$ cat config.mk
export PLATFORM = sky130hd
export DESIGN_NAME = mem_arbiter
export DESIGN_NICKNAME = d
export VERILOG_FILES = /design/src/rtl/mem_arbiter.sv
export SDC_FILE = /design/constraint.sdc
export NUM_CORES = 1
export LEC_CHECK = 0
export BUFFER_PORTS_ARGS = -buffer_cell sky130_fd_sc_hd__buf_4
export CAP_MARGIN = 20
export CORE_UTILIZATION = 35
export DETAILED_ROUTE_END_ITERATION = 6
export HOLD_SLACK_MARGIN = 0.12
export PLACE_DENSITY = 0.63
export SLEW_MARGIN = 20
export SYNTH_ARGS = -nofsm -noshare
export SYNTH_HDL_FRONTEND = slang
export SYNTH_SLANG_ARGS = --single-unit
$ cat constraint.sdc
create_clock -name clk -period 12.5 [get_ports clk]
set_clock_uncertainty 0.05 [all_clocks]
set_input_delay 1.25 -clock clk [delete_from_list [all_inputs] [get_ports clk]]
set_output_delay 1.25 -clock clk [all_outputs]
set_load 0.005 [all_outputs]
$ cat src/rtl/mem_arbiter.sv
// Two-port (fetch / data) arbiter onto a single-ported word memory.
// Each access is sequenced IDLE -> ACCESS -> RESP, with round-robin arbitration on conflicts.
module mem_arbiter #(
  parameter int ADDR_W = 32,
  parameter int DATA_W = 32,
  parameter int CNT_W  = 16
) (
  input  logic              clk,
  input  logic              reset,
  input  logic              if_req,
  input  logic [ADDR_W-1:0] if_addr,
  output logic [DATA_W-1:0] if_rdata,
  output logic              if_valid,
  input  logic              d_req,
  input  logic              d_we,
  input  logic [ADDR_W-1:0] d_addr,
  input  logic [DATA_W-1:0] d_wdata,
  output logic [DATA_W-1:0] d_rdata,
  output logic              d_valid,
  output logic              err,
  output logic [ADDR_W-1:0] mem_addr,
  output logic              mem_we,
  output logic [DATA_W-1:0] mem_wdata,
  input  logic [DATA_W-1:0] mem_rdata,
  output logic [CNT_W-1:0]  if_grants,
  output logic [CNT_W-1:0]  d_grants
);

  typedef enum logic [1:0] {IDLE, ACCESS, RESP} state_t;

  // Request latched on entry to ACCESS; drives the memory bus until the next grant.
  typedef struct packed {
    logic              gnt_d;
    logic              we;
    logic              mis;
    logic [ADDR_W-1:0] addr;
    logic [DATA_W-1:0] wdata;
  } acc_t;

  state_t            state, nxt;
  acc_t              acc;
  logic              last_d;
  logic              pick_d;
  logic              grant;
  logic [ADDR_W-1:0] sel_addr;

  // last_d=1 means data won the previous grant, so fetch wins the next conflict.
  always_comb begin
    pick_d   = d_req && (!if_req || !last_d);
    grant    = (state == IDLE) && (if_req || d_req);
    sel_addr = pick_d ? d_addr : if_addr;
    nxt      = state;
    case (state)
      IDLE:    if (if_req || d_req) nxt = ACCESS;
      ACCESS:  nxt = RESP;
      RESP:    nxt = IDLE;
      default: nxt = IDLE;
    endcase
  end

  always_ff @(posedge clk or posedge reset) begin
    if (reset) begin
      state     <= IDLE;
      acc       <= '0;
      last_d    <= 1'b1;
      if_rdata  <= '0;
      d_rdata   <= '0;
      if_grants <= '0;
      d_grants  <= '0;
    end else begin
      state <= nxt;
      if (grant) begin
        acc.gnt_d <= pick_d;
        acc.we    <= pick_d && d_we;
        acc.mis   <= (sel_addr[1:0] != 2'b00);
        acc.addr  <= sel_addr;
        if (pick_d) acc.wdata <= d_wdata;
        last_d    <= pick_d;
      end
      if (state == ACCESS) begin
        if (acc.gnt_d) d_rdata  <= acc.mis ? '0 : mem_rdata;
        else           if_rdata <= acc.mis ? '0 : mem_rdata;
      end
      if (state == RESP) begin
        if (acc.gnt_d) begin
          if (d_grants != '1) d_grants <= d_grants + CNT_W'(1);
        end else begin
          if (if_grants != '1) if_grants <= if_grants + CNT_W'(1);
        end
      end
    end
  end

  assign mem_addr  = acc.addr;
  assign mem_wdata = acc.wdata;
  assign mem_we    = (state == ACCESS) && acc.we && !acc.mis;
  assign if_valid  = (state == RESP) && !acc.gnt_d;
  assign d_valid   = (state == RESP) && acc.gnt_d;
  assign err       = (state == RESP) && acc.mis;

endmodule

==> metrics.yaml <==
p_comb_frac: 0.361
synth_area_um2: 7380
max_freq_mhz: 323
dr_total_vias: 5448
ys_ff_latch: 166
layout_commonest_cell: "buf_4"
synth_top_area_share: 0.560
finalNetCount: 1042
swShare: 0.327
track_usage: 0.173
finalWeightedCongestion: 0.821
synth_edf_count: 0
end_kind: "output port"
hold_class: "reg2reg"
total_power_mw: 2.23
cts.repair.resized: 0
drtIter0Drc: 192
rsz0062_at_grt: "false"
synth_cells: 681
post_synth_main_area_contributors: "dfrtp_1, o21ai_0, buf_4"
timing.setup.tns_ps: 0
required_ps: 11200
insertedDiodeCount: 0
intPower_mw: 1.50
p_sw_uw: 728
die_area_um2: 21700
insertion_delay_ps: 410
synthToLayoutAreaGrowth_pct: 36.0
via_per_inst: 4.58
yosysSeqAreaShare: 0.563
dr.pass1.iters: 6
grt_pass1_wl_um: 29200
hold_viol_final: 0
clockRootBuffer: "clkbuf_16"
final_area_um2: 10000
drive_gt1_frac: 0.416
criticalPathCategory: "reg2out"
clockPowerShare: 0.242
postCtsSetupRepairBufs: 0
ctsHoldBuffers: 0
antenna_found_initial: 0
synthDistinctLibCells: 44
outcome: "finished clean"
cts_max_level: 4
drc: 0
mostFrequentLayoutCells: "buf_4, dfrtp_1, nand2_1, o21ai_0, mux2_2"
path_clk_slew_ps: 60
synth-async-reset-ratio: 1.00
fin_crit_ps: 3100
coreArea_um2: 20400
grt_pass1_vias: 5384
synth_area_leader_cell: "dfrtp_1"
critPathArrivalTime_ps: 1800
dpl_cell_area_um2: 9400
cp_max_fo: 5
post-dp-hpwl_um: 13400
grt-ovfl-total: 0
drtAntennaViolNets: 0
p_per_area_nw_per_um2: 222
grt_max_degree: 102
seq_power_share: 0.397
routed_wirelength_um: 18400
die_h_um: 147
avgSynthCellArea_um2: 10.8
period_share: 0.248
rows: 52
start_kind: "register"
cts_made_buffers: 17
dominantRegCellSynth: "dfrtp_1"
setup_violations: 0
chipWidth_um: 147
io_buffers: 296
yosys_warnings: 0
start_util: 0.361
cap_violations: 0
routedWlPerCell_um: 15.4
cts_tree: "done"
synth_nets: 816
cts_sinks: 166
ir_worst_vdd_mv: 0.0878
drv_slew: 0
io_pins: 297
worstMarginPinSlew_ps: 957
slew_headroom: 0.362
p_leak_nw: 5.01
cts.path.max_buffers: 2
==> critical path, cell delays in order (launching register included) <==
cell	delay, ps
dfrtp_1	440
nor2b_1	570
and3b_1	260
buf_4	110
==> worst paths after layout <==
path                              from             to  slack [ps]  cells after the start
setup / recovery              state[0]         mem_we        9400                      3
setup reg to reg              state[0]    if_rdata[2]       10510                      4
hold reg to reg            mem_addr[2]    mem_addr[2]         430                      2
min in group asynchronous        reset  mem_wdata[17]         950                      2
max in group asynchronous        reset    if_rdata[0]        9990                      3
hold / removal             mem_addr[2]    mem_addr[2]         430                      2
==> cells in the mapped netlist (4+ instances only) <==
master    number
dfrtp_1      165
nand2_1      116
o21ai_0       97
buf_4         64
mux2_2        36
nand2b_1      33
mux2i_1       32
clkbuf_1      22
xor2_1        18
nor2_1        10
nor3_1        10
nand3_1        9
buf_2          8
nand4_1        7
xnor2_1        7
inv_1          4
==> power groups by stage <==
stage	Sequential (mW)	Combinational (mW)	Clock (mW)
final	0.885	0.804	0.540
after global routing	0.915	0.893	0.582
after CTS	0.899	0.805	0.555
after detailed placement	0.905	0.808	0
after global placement	0.903	0.791	0
after floorplan	0.867	0.511	0
==> layer usage <==
layer  track usage  routed length [µm]  part of all wire
met1         0.227                8050              0.44
met3        0.0624                1540             0.084
met4        0.0577                 330             0.018
met2         0.266                8430              0.46
met5             0                   0                 0
==> sequential cells by signal (all words and copies together) (netlist names) <==
name	flops
acc	3
d_grants	16
d_rdata	32
if_grants	16
if_rdata	32
last_d	1
mem_addr	32
mem_wdata	32
state	2
==> final cells by class <==
class,count,area [µm²]
timing repair buffer,301,2270
inverter,4,20.0
clock inverter,13,159
multi-input combinational,417,2640
tap,270,338
clock buffer,19,453
sequential,166,4160
fill,1965,10400
==> through the flow <==
stage	instances	worst slack, ps	hold slack [ps]	util
floorplan	681	6710	387	-
global placement	1157	9450	412	0.460
detailed placement	1157	9460	422	0.460
CTS	1189	9290	436	0.490
global route	1190	9310	455	0.491
finish	1190	9400	431	0.491
==> cell families (layout without fill, tap and decap cells) <==
kind of cell / after synthesis / after routing / share of synthesized area
AOI/OAI and AO/OA: 112 / 112 / 0.0813
xor gates and xnor gates: 25 / 25 / 0.0297
adders and majority gates: 2 / 2 / 0.00339
buffers and inverters: 98 / 337 / 0.0838
DFF: 166 / 166 / 0.563
muxes: 68 / 68 / 0.0984
and+or+nand+nor: 210 / 210 / 0.140
Note: power is estimated with default switching activity, not from simulation.
